==> src/rtl/arbiter_puf_engine_if.sv <==
// rtl/arbiter_puf_engine_if.sv - challenge/response handshake bundle for arbiter_puf_engine
//
// Purpose: groups the request side (start/challenge/mode) and the result side
//          (response/unstable/resp_valid/resp_ready) of the PUF engine.
// Signals:
//    start       request an evaluation (engine input)
//    challenge   C_LENGTH-bit challenge, latched on accept (engine input)
//    mode        0 = single evaluation, 1 = majority vote (engine input)
//    resp_ready  consumer accepts the result (engine input)
//    busy        evaluation in progress (engine output)
//    response    voted response, N_RESP bits (engine output)
//    unstable    per-chain non-unanimous flag, N_RESP bits (engine output)
//    resp_valid  result available (engine output)
// Modports: master = requester/consumer side, slave = engine side.

interface arbiter_puf_engine_if #(
   parameter int C_LENGTH = 8,
   parameter int N_RESP   = 8
);
   logic                start;
   logic [C_LENGTH-1:0] challenge;
   logic                mode;
   logic                busy;
   logic [N_RESP-1:0]   response;
   logic [N_RESP-1:0]   unstable;
   logic                resp_valid;
   logic                resp_ready;

   modport master (
      output start, challenge, mode, resp_ready,
      input  busy, response, unstable, resp_valid
   );

   modport slave (
      input  start, challenge, mode, resp_ready,
      output busy, response, unstable, resp_valid
   );
endinterface

==> src/rtl/arbiter_puf_engine.sv <==
// rtl/arbiter_puf_engine.sv - multi-chain arbiter PUF with majority-vote evaluation controller
//
// Purpose: N_RESP crossed-mux delay chains driven by a registered launch level.
//          Each chain ends in an arbiter flop that is synchronised into clk.
//          The controller evaluates a challenge once or N_EVAL times, counts
//          ones per chain, and returns a voted response plus unstable flags.
// Ports:
//    clk    single clock, rising edge
//    rst_n  asynchronous active-low reset
//    bus    arbiter_puf_engine_if.slave (start/challenge/mode in,
//           busy/response/unstable/resp_valid out, resp_ready in)

module arbiter_puf_engine #(
   parameter int C_LENGTH = 8,
   parameter int N_RESP   = 8,
   parameter int N_EVAL   = 7,
   parameter int SETTLE   = 4
) (
   input  logic                clk,
   input  logic                rst_n,
   arbiter_puf_engine_if.slave bus
);
   localparam int CW = $clog2(N_EVAL + 1);
   localparam int SW = $clog2(SETTLE);

   if (((N_EVAL % 2) == 0) || (N_EVAL < 3)) begin : g_bad_eval
      $error("N_EVAL must be odd and at least 3");
   end
   if (SETTLE < 3) begin : g_bad_settle
      $error("SETTLE must be at least 3");
   end

   typedef enum logic [2:0] {
      S_IDLE, S_LAUNCH, S_HOLD, S_SAMPLE, S_RELAX, S_DONE
   } state_t;

   state_t              r_state, w_state_nxt;
   logic [C_LENGTH-1:0] r_challenge;
   logic                r_mode, r_launch, r_busy, r_resp_valid;
   logic [CW-1:0]       r_eval_cnt;
   logic [SW-1:0]       r_settle_cnt;
   logic [CW-1:0]       r_ones [N_RESP];
   logic [N_RESP-1:0]   r_response, r_unstable, r_sync1, r_arb_s;
   logic [N_RESP-1:0]   w_arb_q, w_resp_nxt, w_unst_nxt;
   logic [C_LENGTH-1:0] w_sel [N_RESP];
   logic                w_accept, w_settle_last, w_transfer, w_launch_nxt;
   logic [CW-1:0]       w_eval_target;

   // Delay chains: both rails start from the launch level; a set select bit
   // crosses the rails at that stage. Chain j uses the challenge rotated by j.
   for (genvar j = 0; j < N_RESP; j++) begin : g_chain
      localparam int ROT = j % C_LENGTH;
      (* keep = "true", dont_touch = "true" *) logic w_rail1_out;
      (* keep = "true", dont_touch = "true" *) logic w_rail2_out;
      logic r_arb;

      assign w_sel[j] = (r_challenge << ROT) | (r_challenge >> ((C_LENGTH - ROT) % C_LENGTH));

      for (genvar k = 0; k < C_LENGTH; k++) begin : g_stage
         (* keep = "true", dont_touch = "true" *) logic w_in1, w_in2, w_out1, w_out2;
         if (k == 0) begin : g_head
            assign w_in1 = r_launch;
            assign w_in2 = r_launch;
         end else begin : g_link
            assign w_in1 = g_stage[k-1].w_out1;
            assign w_in2 = g_stage[k-1].w_out2;
         end
         assign w_out1 = w_sel[j][k] ? w_in2 : w_in1;
         assign w_out2 = w_sel[j][k] ? w_in1 : w_in2;
      end

      assign w_rail1_out = g_stage[C_LENGTH-1].w_out1;
      assign w_rail2_out = g_stage[C_LENGTH-1].w_out2;

      // Arbiter: records whether rail 2 won the race against rail 1.
      always_ff @(posedge w_rail1_out or negedge rst_n) begin
         if (!rst_n) r_arb <= 1'b0;
         else        r_arb <= w_rail2_out;
      end

      assign w_arb_q[j] = r_arb;
   end

   // Arbiter outputs are asynchronous to clk.
   always_ff @(posedge clk or negedge rst_n) begin
      if (!rst_n) begin
         r_sync1 <= '0;
         r_arb_s <= '0;
      end else begin
         r_sync1 <= w_arb_q;
         r_arb_s <= r_sync1;
      end
   end

   always_ff @(posedge clk or negedge rst_n) begin
      if (!rst_n) r_state <= S_IDLE;
      else        r_state <= w_state_nxt;
   end

   always_comb begin
      w_state_nxt   = r_state;
      w_eval_target = r_mode ? CW'(N_EVAL) : CW'(1);
      w_settle_last = (r_settle_cnt == SW'(SETTLE - 1));
      w_accept      = (r_state == S_IDLE) && bus.start && !r_resp_valid;
      w_transfer    = (r_state == S_DONE) && r_resp_valid && bus.resp_ready;
      // Launch is high through HOLD and SAMPLE, low through RELAX and LAUNCH.
      w_launch_nxt  = (r_state == S_LAUNCH) || (r_state == S_HOLD);
      case (r_state)
         S_IDLE:   if (w_accept) w_state_nxt = S_LAUNCH;
         S_LAUNCH: w_state_nxt = S_HOLD;
         S_HOLD:   if (w_settle_last) w_state_nxt = S_SAMPLE;
         S_SAMPLE: w_state_nxt = S_RELAX;
         S_RELAX:  if (w_settle_last)
                      w_state_nxt = (r_eval_cnt == w_eval_target) ? S_DONE : S_LAUNCH;
         S_DONE:   if (w_transfer) w_state_nxt = S_IDLE;
         default:  w_state_nxt = S_IDLE;
      endcase
   end

   always_comb begin
      w_resp_nxt = '0;
      w_unst_nxt = '0;
      for (int j = 0; j < N_RESP; j++) begin
         if (r_mode) begin
            w_resp_nxt[j] = (r_ones[j] > CW'(N_EVAL / 2));
            w_unst_nxt[j] = (r_ones[j] != '0) && (r_ones[j] != w_eval_target);
         end else begin
            w_resp_nxt[j] = r_ones[j][0];
         end
      end
   end

   always_ff @(posedge clk or negedge rst_n) begin
      if (!rst_n) begin
         r_challenge  <= '0;
         r_mode       <= 1'b0;
         r_launch     <= 1'b0;
         r_busy       <= 1'b0;
         r_resp_valid <= 1'b0;
         r_eval_cnt   <= '0;
         r_settle_cnt <= '0;
         r_response   <= '0;
         r_unstable   <= '0;
         for (int j = 0; j < N_RESP; j++) r_ones[j] <= '0;
      end else begin
         r_launch <= w_launch_nxt;
         if ((r_state == S_HOLD) || (r_state == S_RELAX))
            r_settle_cnt <= w_settle_last ? '0 : r_settle_cnt + SW'(1);
         else
            r_settle_cnt <= '0;
         if (w_accept) begin
            r_challenge <= bus.challenge;
            r_mode      <= bus.mode;
            r_eval_cnt  <= '0;
            r_busy      <= 1'b1;
            for (int j = 0; j < N_RESP; j++) r_ones[j] <= '0;
         end
         if (r_state == S_SAMPLE) begin
            r_eval_cnt <= r_eval_cnt + CW'(1);
            for (int j = 0; j < N_RESP; j++) r_ones[j] <= r_ones[j] + CW'(r_arb_s[j]);
         end
         if (r_state == S_DONE) begin
            if (!r_resp_valid) begin
               r_response   <= w_resp_nxt;
               r_unstable   <= w_unst_nxt;
               r_resp_valid <= 1'b1;
               r_busy       <= 1'b0;
            end else if (bus.resp_ready) begin
               r_resp_valid <= 1'b0;
            end
         end
      end
   end

   assign bus.busy       = r_busy;
   assign bus.response   = r_response;
   assign bus.unstable   = r_unstable;
   assign bus.resp_valid = r_resp_valid;
endmodule

==> src/flat_wrapper.sv <==
// flat-port wrapper written by rule: the top's interface ports become plain ports
module arbiter_puf_engine_flat 
#(
   parameter int C_LENGTH = 8,
   parameter int N_RESP   = 8,
   parameter int N_EVAL   = 7,
   parameter int SETTLE   = 4
)
  (clk, rst_n, bus_start, bus_challenge, bus_mode, bus_resp_ready, bus_busy, bus_response, bus_unstable, bus_resp_valid);
  arbiter_puf_engine_if #(.C_LENGTH(C_LENGTH), .N_RESP(N_RESP)) bus_i ();
  input  logic clk;
  input  logic rst_n;
  input wire logic [$bits(bus_i.start)-1:0] bus_start;
  input wire logic [$bits(bus_i.challenge)-1:0] bus_challenge;
  input wire logic [$bits(bus_i.mode)-1:0] bus_mode;
  input wire logic [$bits(bus_i.resp_ready)-1:0] bus_resp_ready;
  output wire logic [$bits(bus_i.busy)-1:0] bus_busy;
  output wire logic [$bits(bus_i.response)-1:0] bus_response;
  output wire logic [$bits(bus_i.unstable)-1:0] bus_unstable;
  output wire logic [$bits(bus_i.resp_valid)-1:0] bus_resp_valid;
  assign bus_i.start = bus_start;
  assign bus_i.challenge = bus_challenge;
  assign bus_i.mode = bus_mode;
  assign bus_i.resp_ready = bus_resp_ready;
  assign bus_busy = bus_i.busy;
  assign bus_response = bus_i.response;
  assign bus_unstable = bus_i.unstable;
  assign bus_resp_valid = bus_i.resp_valid;
  arbiter_puf_engine #(.C_LENGTH(C_LENGTH), .N_RESP(N_RESP), .N_EVAL(N_EVAL), .SETTLE(SETTLE)) u_core (.clk(clk), .rst_n(rst_n), .bus(bus_i));
endmodule
==> config.mk <==
export PLATFORM = sky130hd
export DESIGN_NAME = arbiter_puf_engine_flat
export DESIGN_NICKNAME = d
export VERILOG_FILES = /design/src/rtl/arbiter_puf_engine_if.sv /design/src/rtl/arbiter_puf_engine.sv /design/src/flat_wrapper.sv
export SDC_FILE = /design/constraint.sdc
export NUM_CORES = 1
export LEC_CHECK = 0
export CAP_MARGIN = 25
export CORE_MARGIN = 10
export CORE_UTILIZATION = 45
export DETAILED_ROUTE_END_ITERATION = 8
export PLACE_DENSITY = 0.69
export SYNTH_ARGS = -nofsm -noshare
export SYNTH_HDL_FRONTEND = slang
export SYNTH_SLANG_ARGS = --single-unit
==> constraint.sdc <==
create_clock -name clk -period 2.6 [get_ports clk]
set_input_delay 0.65 -clock clk [delete_from_list [all_inputs] [get_ports clk]]
set_output_delay 0.65 -clock clk [all_outputs]
set_load 0.05 [all_outputs]
==> out/qor.yml <==
run_status:
  outcome: "finished clean"
route:
  wl_mm: 4.44
  viasPerCell: 5.11
  vias: 1655
  detail_route.wl_per_cell_um: 13.7
  drt_iter0_markers: 40
  drcViolationCount: 0
  ant_nets: 0
  drt_pass1_iterations: 4
worst_setup_path:
  crit_slowest_cell: "clkdlybuf4s50_1"
  crit_arrival_ps: 1550
  cp.required_ps: 1950
  startpoint_type: "flop"
  cp_max_fo: 5
  endpoint_kind: "primary output"
  cp.buffers_inverters: 1
  path_cells: "clkdlybuf4s50_1"
  critPathKind: "flop to primary output"
  slowest_delay_ps: 830
  path_delay_family: "buffers and inverters"
sta:
  fin_crit_sh_pct: 84.5
  layout_min_cycle_time_ps: 2200
  clock.fmax_mhz: 455
  worstMarginPinSlew_ps: 833
  unclocked_pins: 1
  untimed_endpoints: 2
  setup_viol: 0
  maxSlewViolCount: 0
  fin_skew_ps: 8.03
  max-slew-margin-rel_pct: 44.5
  timing.final.ws_setup_ps: 403
  timing.hold.ws_ps: 363
  rsz0062_at_grt: "false"
  fin_setup_tns_ps: 0
  hold_viol: 0
clocking:
  clk_latency_ps: 310
  cts_setup_buffers: 0
  post_cts_resized: 0
  cts-buffers-inserted: 5
  holdBufCountCts: 0
  root_buffer: "clkbuf_8"
  ctsHtreeMaxLevel: 2
  cts_tree: "yes"
  cts_buffer_depth: 2
  cts.clk_slew.worst_paths_ps: 100
final_layout:
  drive_above_1_share_pct: 7.94
  syn2layout_area_growth_pct: 12.9
  diodes: 0
  nets: 282
logic_synthesis:
  synth_nets: 261
  syn_area_per_cell_um2: 11.3
  syn_inst: 230
  syn_area_um2: 2610
  ys_warn_count: 0
global_routing:
  grt_usage_pct: 10.5
  grt_max_degree: 56
  grt_pass1_vias: 1640
  overflow: 0
  grt_pass1_wl_mm: 7.67
  antenna_found_initial: 0
floorplan:
  die_h_um: 96.1
  ioPinCount: 31
  rows: 27
  core_um2: 5570
  start_util_pct: 46.8
  die_area_um2: 9240
  die_w_um: 96.1
pwr:
  p_sw_uw: 1050
  p_leak_uw: 0.00142
  p_per_area_nw_per_um2: 952
  seq_power_share_pct: 47.5
  vdd.ir_drop.worst_mv: 0.588
  power_frac_comb_pct: 32.7
  pwr-share-clk_pct: 19.8
  p_int_uw: 1760
  swShare_pct: 37.3
flow_run:
  cap_violations: 0
place:
  hpwl_mm: 2.95
  portBuffers: 22
  gp_congestion: 0.691
  place_ws_ps: 405
worst_hold_path:
  hold_path_class: "flop to flop"
## cell usage in the layout, fill, tap and decap left out, drive strengths merged
cell type / count
mux2i: 9
inv: 2
dfrtp: 55
xnor2: 2
a31oi: 1
xor2: 9
ha: 18
bufinv: 1
clkdlybuf4s50: 21
mux2: 2
nor4: 1
a22o: 17
nor4b: 1
clkinv: 2
nor3b: 1
o21ai: 18
and3b: 1
a32oi: 1
nand2b: 2
clkbuf: 5
a21oi: 2
nand3b: 1
nor2: 16
and2: 1
o21a: 1
nand3: 18
a22oi: 1
or3: 10
nand2: 27
buf: 6
## routing by layer
metal,GRT usage [%],up-vias,routed length (um)
li1,-,851,-
met1,12.8,776,2130
met2,16.9,22,2000
met3,3.19,6,257
met4,4.05,0,57
met5,0,-,0
## layout make-up
type                            instances  area, um2
Clock buffer                            5       68.8
Clock inverter                          3       40.0
Fill cell                             517       2630
Inverter                                2       7.51
Multi-Input combinational cell        160       1110
Sequential cell                        55       1380
Tap cell                               72       90.1
Timing Repair Buffer                   27        253
## flip-flops by register name, summed over array words and instances (netlist names)
name	flops
u_core.r_mode	1
u_core.r_settle_cnt	2
u_core.bus.resp_valid	1
u_core.bus.busy	1
u_core.r_eval_cnt	3
u_core.bus.response	8
u_core.g_chain.r_arb	1
u_core.g_chain.g_stage.w_in1	1
u_core.r_ones	24
u_core.r_arb_s	1
u_core.r_sync1	1
u_core.r_state	3
u_core.bus.unstable	8
## final timing paths
path | from | to | slack, ps | cells past startpoint
worst max-delay path | u_core.bus.resp_valid | bus_resp_valid | 400 | 1
worst min-delay path | u_core.r_sync1[0] | u_core.r_arb_s[0] | 360 | 0
worst max register to register | u_core.r_state[0] | u_core.r_ones[23] | 860 | 5
worst min register to register | u_core.r_sync1[0] | u_core.r_arb_s[0] | 360 | 0
max in group asynchronous | rst_n | u_core.bus.unstable[5] | 1670 | 2
min in group asynchronous | rst_n | u_core.bus.response[7] | 440 | 2
## power by group through the flow
stage	registers (uW)	clock network, uW	logic [uW]
after floorplan	1340	0	747
after global placement	1340	0	902
after detailed placement	1350	0	933
after CTS	1330	580	934
after global routing	1370	609	1020
final	1330	556	917
## metrics by stage
| step | power [uW] | utilization (%) | instance area (um2) | std cells |
|---|---|---|---|---|
| after floorplan | 2080 | - | 2610 | 230 |
| after global placement | 2240 | 50.9 | 2840 | 316 |
| after detailed placement | 2280 | 50.9 | 2840 | 316 |
| after CTS | 2850 | 52.9 | 2950 | 324 |
| after global routing | 3010 | 52.9 | 2950 | 324 |
| final | 2810 | 52.9 | 2950 | 324 |
No activity file was read; power rests on OpenSTA's default activity.
